==> src/rtl/axilite_regbank_if.sv <==
// AXI4-Lite bus bundle for the register bank: the five channels grouped
// into one interface, with master and slave views.
interface axilite_regbank_if #(
  parameter int ADDR_WIDTH = 8,
  parameter int DATA_WIDTH = 32
);
  logic [ADDR_WIDTH-1:0]   awaddr;
  logic [2:0]              awprot;
  logic                    awvalid;
  logic                    awready;
  logic [DATA_WIDTH-1:0]   wdata;
  logic [DATA_WIDTH/8-1:0] wstrb;
  logic                    wvalid;
  logic                    wready;
  logic [1:0]              bresp;
  logic                    bvalid;
  logic                    bready;
  logic [ADDR_WIDTH-1:0]   araddr;
  logic [2:0]              arprot;
  logic                    arvalid;
  logic                    arready;
  logic [DATA_WIDTH-1:0]   rdata;
  logic [1:0]              rresp;
  logic                    rvalid;
  logic                    rready;

  modport master (
    output awaddr, awprot, awvalid, input awready,
    output wdata, wstrb, wvalid, input wready,
    input bresp, bvalid, output bready,
    output araddr, arprot, arvalid, input arready,
    input rdata, rresp, rvalid, output rready
  );

  modport slave (
    input awaddr, awprot, awvalid, output awready,
    input wdata, wstrb, wvalid, output wready,
    output bresp, bvalid, input bready,
    input araddr, arprot, arvalid, output arready,
    output rdata, rresp, rvalid, input rready
  );
endinterface

==> src/rtl/axilite_regbank.sv <==
// AXI4-Lite slave register bank: NUM_REGS byte-writable registers, read-only
// slots sourced from reg_in, SLVERR on bad accesses, per-register strobes.
module axilite_regbank #(
  parameter int ADDR_WIDTH = 8,
  parameter int DATA_WIDTH = 32,
  parameter int NUM_REGS = 16,
  parameter logic [NUM_REGS-1:0] RO_MASK = '0
) (
  input  logic                           axis_aclk,
  input  logic                           axis_areset,
  axilite_regbank_if.slave               axis,
  output logic [NUM_REGS*DATA_WIDTH-1:0] reg_out,
  input  logic [NUM_REGS*DATA_WIDTH-1:0] reg_in,
  output logic [NUM_REGS-1:0]            wr_pulse,
  output logic [NUM_REGS-1:0]            rd_pulse
);
  localparam int STRB_WIDTH = DATA_WIDTH / 8;
  localparam int LSB = $clog2(STRB_WIDTH);
  localparam int IDX_WIDTH = ADDR_WIDTH - LSB;

  logic                           rst_done;
  logic                           aw_full;
  logic [IDX_WIDTH-1:0]           aw_idx;
  logic                           w_full;
  logic [DATA_WIDTH-1:0]          w_data;
  logic [STRB_WIDTH-1:0]          w_strb;
  logic [NUM_REGS*DATA_WIDTH-1:0] regs;
  logic                           aw_hs;
  logic                           w_hs;
  logic                           ar_hs;
  logic                           commit;
  logic [IDX_WIDTH-1:0]           ar_idx;
  logic [NUM_REGS-1:0]            wr_hit;
  logic [NUM_REGS-1:0]            rd_sel;
  logic                           wr_ok;
  logic                           rd_ok;
  logic [DATA_WIDTH-1:0]          rd_mux;
  logic                           unused_ok;

  // Readies stay low until one clock after reset has been released.
  assign axis.awready = rst_done && !aw_full;
  assign axis.wready  = rst_done && !w_full;
  assign axis.arready = rst_done && !axis.rvalid;

  assign aw_hs  = axis.awvalid && axis.awready;
  assign w_hs   = axis.wvalid && axis.wready;
  assign ar_hs  = axis.arvalid && axis.arready;
  assign commit = aw_full && w_full && (!axis.bvalid || axis.bready);
  assign ar_idx = axis.araddr[ADDR_WIDTH-1:LSB];
  assign wr_ok  = |wr_hit;
  assign rd_ok  = |rd_sel;
  assign reg_out = regs;

  // Protection bits and sub-word address bits carry no meaning here.
  assign unused_ok = ^{axis.awprot, axis.arprot, axis.awaddr[LSB-1:0],
                       axis.araddr[LSB-1:0], reg_in};

  // Decode the buffered write index and the incoming read index.
  always_comb begin
    wr_hit = '0;
    rd_sel = '0;
    rd_mux = '0;
    for (int i = 0; i < NUM_REGS; i++) begin
      if (int'(aw_idx) == i && !RO_MASK[i]) wr_hit[i] = 1'b1;
      if (int'(ar_idx) == i) begin
        rd_sel[i] = 1'b1;
        rd_mux = RO_MASK[i] ? reg_in[i*DATA_WIDTH +: DATA_WIDTH]
                            : regs[i*DATA_WIDTH +: DATA_WIDTH];
      end
    end
  end

  // Marks the first clock after reset release so readies open one cycle late.
  always_ff @(posedge axis_aclk or posedge axis_areset) begin
    if (axis_areset) rst_done <= 1'b0;
    else             rst_done <= 1'b1;
  end

  // One-entry AW and W holding buffers, filled independently, emptied on commit.
  always_ff @(posedge axis_aclk or posedge axis_areset) begin
    if (axis_areset) begin
      aw_full <= 1'b0;
      aw_idx  <= '0;
      w_full  <= 1'b0;
      w_data  <= '0;
      w_strb  <= '0;
    end else begin
      if (aw_hs) begin
        aw_full <= 1'b1;
        aw_idx  <= axis.awaddr[ADDR_WIDTH-1:LSB];
      end else if (commit) begin
        aw_full <= 1'b0;
      end
      if (w_hs) begin
        w_full <= 1'b1;
        w_data <= axis.wdata;
        w_strb <= axis.wstrb;
      end else if (commit) begin
        w_full <= 1'b0;
      end
    end
  end

  // Commit a buffered write: byte-merge into the register, raise the response and strobe.
  always_ff @(posedge axis_aclk or posedge axis_areset) begin
    if (axis_areset) begin
      regs        <= '0;
      axis.bvalid <= 1'b0;
      axis.bresp  <= 2'b00;
      wr_pulse    <= '0;
    end else begin
      wr_pulse <= '0;
      if (commit) begin
        axis.bvalid <= 1'b1;
        axis.bresp  <= wr_ok ? 2'b00 : 2'b10;
        wr_pulse    <= wr_hit;
        for (int i = 0; i < NUM_REGS; i++) begin
          for (int b = 0; b < STRB_WIDTH; b++) begin
            if (wr_hit[i] && w_strb[b])
              regs[i*DATA_WIDTH + b*8 +: 8] <= w_data[b*8 +: 8];
          end
        end
      end else if (axis.bready) begin
        axis.bvalid <= 1'b0;
      end
    end
  end

  // Register read data on the AR handshake and hold it until the R handshake.
  always_ff @(posedge axis_aclk or posedge axis_areset) begin
    if (axis_areset) begin
      axis.rvalid <= 1'b0;
      axis.rdata  <= '0;
      axis.rresp  <= 2'b00;
      rd_pulse    <= '0;
    end else begin
      rd_pulse <= '0;
      if (ar_hs) begin
        axis.rvalid <= 1'b1;
        axis.rdata  <= rd_ok ? rd_mux : '0;
        axis.rresp  <= rd_ok ? 2'b00 : 2'b10;
        rd_pulse    <= rd_sel;
      end else if (axis.rready) begin
        axis.rvalid <= 1'b0;
      end
    end
  end
endmodule
==> src/flat_wrapper.sv <==
// flat-port wrapper written by rule: the top's interface ports become plain ports
module axilite_regbank_flat 
#(
  parameter int ADDR_WIDTH = 8,
  parameter int DATA_WIDTH = 32,
  parameter int NUM_REGS = 16,
  parameter logic [NUM_REGS-1:0] RO_MASK = '0
)
  (axis_aclk, axis_areset, reg_out, reg_in, wr_pulse, rd_pulse, axis_awaddr, axis_awprot, axis_awvalid, axis_awready, axis_wdata, axis_wstrb, axis_wvalid, axis_wready, axis_bresp, axis_bvalid, axis_bready, axis_araddr, axis_arprot, axis_arvalid, axis_arready, axis_rdata, axis_rresp, axis_rvalid, axis_rready);
  axilite_regbank_if #(.ADDR_WIDTH(ADDR_WIDTH), .DATA_WIDTH(DATA_WIDTH)) axis_i ();
  input  logic axis_aclk;
  input  logic axis_areset;
  output logic [NUM_REGS*DATA_WIDTH-1:0] reg_out;
  input  logic [NUM_REGS*DATA_WIDTH-1:0] reg_in;
  output logic [NUM_REGS-1:0] wr_pulse;
  output logic [NUM_REGS-1:0] rd_pulse;
  input wire logic [$bits(axis_i.awaddr)-1:0] axis_awaddr;
  input wire logic [$bits(axis_i.awprot)-1:0] axis_awprot;
  input wire logic [$bits(axis_i.awvalid)-1:0] axis_awvalid;
  output wire logic [$bits(axis_i.awready)-1:0] axis_awready;
  input wire logic [$bits(axis_i.wdata)-1:0] axis_wdata;
  input wire logic [$bits(axis_i.wstrb)-1:0] axis_wstrb;
  input wire logic [$bits(axis_i.wvalid)-1:0] axis_wvalid;
  output wire logic [$bits(axis_i.wready)-1:0] axis_wready;
  output wire logic [$bits(axis_i.bresp)-1:0] axis_bresp;
  output wire logic [$bits(axis_i.bvalid)-1:0] axis_bvalid;
  input wire logic [$bits(axis_i.bready)-1:0] axis_bready;
  input wire logic [$bits(axis_i.araddr)-1:0] axis_araddr;
  input wire logic [$bits(axis_i.arprot)-1:0] axis_arprot;
  input wire logic [$bits(axis_i.arvalid)-1:0] axis_arvalid;
  output wire logic [$bits(axis_i.arready)-1:0] axis_arready;
  output wire logic [$bits(axis_i.rdata)-1:0] axis_rdata;
  output wire logic [$bits(axis_i.rresp)-1:0] axis_rresp;
  output wire logic [$bits(axis_i.rvalid)-1:0] axis_rvalid;
  input wire logic [$bits(axis_i.rready)-1:0] axis_rready;
  assign axis_i.awaddr = axis_awaddr;
  assign axis_i.awprot = axis_awprot;
  assign axis_i.awvalid = axis_awvalid;
  assign axis_awready = axis_i.awready;
  assign axis_i.wdata = axis_wdata;
  assign axis_i.wstrb = axis_wstrb;
  assign axis_i.wvalid = axis_wvalid;
  assign axis_wready = axis_i.wready;
  assign axis_bresp = axis_i.bresp;
  assign axis_bvalid = axis_i.bvalid;
  assign axis_i.bready = axis_bready;
  assign axis_i.araddr = axis_araddr;
  assign axis_i.arprot = axis_arprot;
  assign axis_i.arvalid = axis_arvalid;
  assign axis_arready = axis_i.arready;
  assign axis_rdata = axis_i.rdata;
  assign axis_rresp = axis_i.rresp;
  assign axis_rvalid = axis_i.rvalid;
  assign axis_i.rready = axis_rready;
  axilite_regbank #(.ADDR_WIDTH(ADDR_WIDTH), .DATA_WIDTH(DATA_WIDTH), .NUM_REGS(NUM_REGS), .RO_MASK(RO_MASK)) u_core (.axis_aclk(axis_aclk), .axis_areset(axis_areset), .axis(axis_i), .reg_out(reg_out), .reg_in(reg_in), .wr_pulse(wr_pulse), .rd_pulse(rd_pulse));
endmodule
==> config.mk <==
export PLATFORM = sky130hd
export DESIGN_NAME = axilite_regbank_flat
export DESIGN_NICKNAME = d
export VERILOG_FILES = /design/src/rtl/axilite_regbank_if.sv /design/src/rtl/axilite_regbank.sv /design/src/flat_wrapper.sv
export SDC_FILE = /design/constraint.sdc
export NUM_CORES = 1
export LEC_CHECK = 0
export BUFFER_PORTS_ARGS = -buffer_cell sky130_fd_sc_hd__buf_2
export CORE_AREA = 5 5 451 453
export DETAILED_ROUTE_END_ITERATION = 6
export DIE_AREA = 0 0 456 458
export GPL_ROUTABILITY_DRIVEN = 0
export MAX_ROUTING_LAYER = met4
export REMOVE_ABC_BUFFERS = 1
export SLEW_MARGIN = 20
export SYNTH_ARGS = -nofsm -noshare
export SYNTH_HDL_FRONTEND = slang
export SYNTH_SLANG_ARGS = --single-unit
==> constraint.sdc <==
create_clock -name axis_aclk -period 44.9 [get_ports axis_aclk]
set_input_delay 8.98 -clock axis_aclk [delete_from_list [all_inputs] [get_ports axis_aclk]]
set_output_delay 8.98 -clock axis_aclk [all_outputs]
set_load 0.01 [all_outputs]
==> key figures <==
Synthesis
  • Seq cells post-synth: about 630
  • Combinational family with the most area after synthesis: multiplexers
  • Synth Cell Area: 27900 µm²
  • Post-synth EDFFs: 0
  • Dominant synthesized flop cell: dfrtp_1
  • Mean Syn Cell Area: 12.4 µm²
  • Seq/Total Area, Yosys: between 50% and 60%
  • Fraction of registers with async set/reset: 100%
  • Post-synthesis mux area share: 23.4%
  • Synth Area in Compound Gates: 9.89%
  • Synth Area in XOR/XNOR: 0%
  • Adder-cell share of the synthesized area: 0%
  • Library cells used by synthesis: 64
  • Synth Area in Simple Gates: 8.48%
  • Post-Synthesis Cells: about 2.3k
  • Synth Warn #: 0

Drt
  • Post-route ant nets: 0
  • Final WL: 188000 µm
  • Via count: 23.9k
  • DRT Pass-1 Iters: 6
  • Initial DRC count: 2510
  • DRC: 0
  • Via/cell ratio: 4.25
  • Routed wire per std cell: 33.4 µm

Timing
  • Min Tclk post-route: about 12 ns
  • Final period utilization: 27.2%
  • Final WS setup: approximately 33 ns
  • Worst-Margin Slew: 1.23 ns
  • Max-slew violation count: 0
  • RSZ-0062 raised after global routing: false
  • Clk_skew: 0.0440 ns
  • Worst slew margin: 17.2%
  • Final setup violating endpoints: 0
  • Fmax: a little over 80 MHz
  • Final Hold Viols: 0
  • Setup TNS: 0 ns

Clock network
  • TritonCTS clock tree: built
  • Hold_buf cts: 0
  • Clk_lat worst skew: ~0.7 ns
  • Buffer depth of the longest clock path: 3
  • CTS buffer count: 75
  • H-tree depth: 3
  • CTS Root Cell: clkbuf_16
  • Clk sinks: 625
  • Post-CTS setup buffers: 0
  • Clk slew on worst S/H paths: 0.06 ns
  • Cts repair resizes: 0

Layout
  • Fin area: 37200 µm²
  • Layout cells sized above 1: 49.9%
  • Post-Layout Cell Count: between 5k and 6k
  • FILL cells: 21.8k
  • Layout area overhead: 33.3%
  • Reg area: 15600 µm²
  • Most common cell after layout, fill and taps aside: buf_2
  • Most frequent cells in the layout: buf_2, dfrtp_1, mux2_2, nand2_1, nor2_1
  • Multi-input logic area: 11900 µm²
  • Final Net Count: between 3k and 4k

Setup path
  • Crit path kind: in -> reg
  • Setup slack, reg-to-reg: 40.70 ns
  • Crit end category: flop
  • Worst setup SP type: input port
  • Critical path fanouts, max: 10
  • R2R Path Start: u_core.aw_full
  • WP buf/inv: 1
  • Crit path max-delay family: simple AND/OR/NAND/NOR gates
  • Critical-path top delay cell: nor2_2
  • WP data required: roughly 45 ns
  • R2R cell count: 6
  • Worst EP arrival: between 10 and 15 ns
  • Crit path from: axis_bready
  • CP max stage delay: 1.06 ns
  • FF-to-FF End: u_core.reg_out[470]
  • CP Cell Sequence: buf_2 > nand2b_1 > nor4b_4 > nand3b_1 > nor2_2 > nand2_2 > mux2_2

GRT
  • Vias in the first global route: 23.6k
  • Initial antenna violation count: 33
  • GR Util All Layers: 17.8%
  • Largest net degree at the start of global routing: 179
  • GR Overflow Total: 0
  • Global-route wire length before repair: approximately 240000 µm

Power
  • Clock power share: about a third
  • Pint: 1210 µW
  • Reg power frac: 44.5%
  • Net Sw Power: 742 µW
  • Leakage: 0.0188 µW
  • Pwr/cell area: between 50 and 60 nW/µm²
  • Maximum VDD drop: 36.5 µV
  • Combinational share of power: 22.3%
  • Net Sw Frac: 38.0%

Floorplan
  • Core region area: between 150000 and 200000 µm²
  • Die footprint: 209000 µm²
  • Die height: 458 µm
  • FP Rows: about 160
  • Initial Util: around 14%
  • IO Pins: 1162
  • Die X: 456 µm

Placed design
  • Post-Place Cell Area: 34500 µm²
  • Dpl ws: 32.05 ns
  • Dpl cells: approximately 5.5k
  • Dpl hpwl: 145000 µm
  • Buffers on Ports: about 640

Worst hold path
  • HP Class: reg -> reg
  • Hold path endpoint: u_core.axis.rdata[6]
  • Hold path depth: 2
  • Hold Crit Start: u_core.axis.rdata[6]

Status
  • Status: complete, no violations

Job
  • MaxCap Viol Count: 0
registers in the layout, indices dropped and copies added (netlist names), 4 cells and up:
register	flops
u_core.wr_pulse	16
u_core.w_strb	4
u_core.axis.rdata	32
u_core.rd_pulse	16
u_core.aw_idx	6
u_core.reg_out	512
u_core.w_data	32
per-stage QoR:
| step | total power (µW) | hold WS [ns] | util [%] |
|---|---|---|---|
| 2_1_floorplan | 983 | 0.500 | - |
| 3_3_place_gp | 1310 | 0.482 | 17.4 |
| 3_5_place_dp | 1320 | 0.490 | 17.4 |
| 4_1_cts | 1980 | 0.504 | 18.7 |
| 5_1_grt | 2030 | 0.535 | 18.7 |
| 6_report | 1960 | 0.506 | 18.7 |
Yosys cell counts (all sizes together), types with 6 or more instances:
cell / number / area, µm²
a22oi: 28 / 210
inv: 15 / 56.3
dfrtp: 625 / 15600
o221ai: 31 / 272
mux2: 554 / 6240
nand2b: 7 / 43.8
a21oi: 70 / 350
nor3: 38 / 205
nor2: 140 / 531
nand2: 186 / 778
o221a: 10 / 113
a221oi: 40 / 350
nand3: 12 / 60.1
nor4: 12 / 75.1
or3b: 13 / 114
nor2b: 21 / 131
mux2i: 30 / 300
o211a: 12 / 120
buf: 32 / 155
o22ai: 54 / 338
clkbuf: 107 / 402
a221o: 7 / 70.1
nand4: 24 / 150
o21ai: 122 / 611
o211ai: 12 / 90.1
nor4b: 6 / 80.1
worst max-delay path by stage:
stage,endpoint,slack [ns],depth (start not counted)
6_report,u_core.reg_out[470],32.68,7
5_1_grt,u_core.reg_out[470],32.74,7
4_1_cts,u_core.reg_out[470],32.80,7
3_5_place_dp,u_core.reg_out[470],32.05,7
3_3_place_gp,u_core.reg_out[470],32.10,7
2_1_floorplan,u_core.aw_full,18.42,1
kinds of logic after synthesis:
group | Yosys count
other | 2
buffers and inverters | 154
muxes | 584
DFF | 625
and+or+nand+nor | 482
AOI/OAI and AO/OA | 414
power by group through the flow:
stage	clock, µW	combinational, µW	sequential [µW]
global route	683	463	885
CTS	665	444	868
global placement	0	439	869
floorplan	0	142	842
detailed placement	0	443	877
finish	649	437	870
area by class of cell:
cell class	instances	area share, %
Antenna cell	11	0.0739
Clock buffer	109	6.03
Clock inverter	28	1.03
Inverter	15	0.171
Multi-Input combinational cell	1483	31.8
Sequential cell	625	42.0
Tap cell	2656	8.93
Timing Repair Buffer	695	9.91
worst register-to-register path, stage by stage, from the launching register on:
cell	delay, ns
dfrtp_1	0.41
nand2_1	0.13
nor4b_4	0.75
nand3b_1	0.70
nor2_2	1.07
nand2_2	0.57
mux2_2	0.43
per-layer routing:
metal,up-vias,part of all wire (%),track usage [%],wire length [µm]
met5,-,0,-,0
met4,0,6.2,8.79,11600
met3,382,10,6.54,19300
met2,1404,43,26.3,81400
met1,12400,40,21.2,75700
li1,9635,-,-,-
No activity file was read; power rests on OpenSTA's default activity.
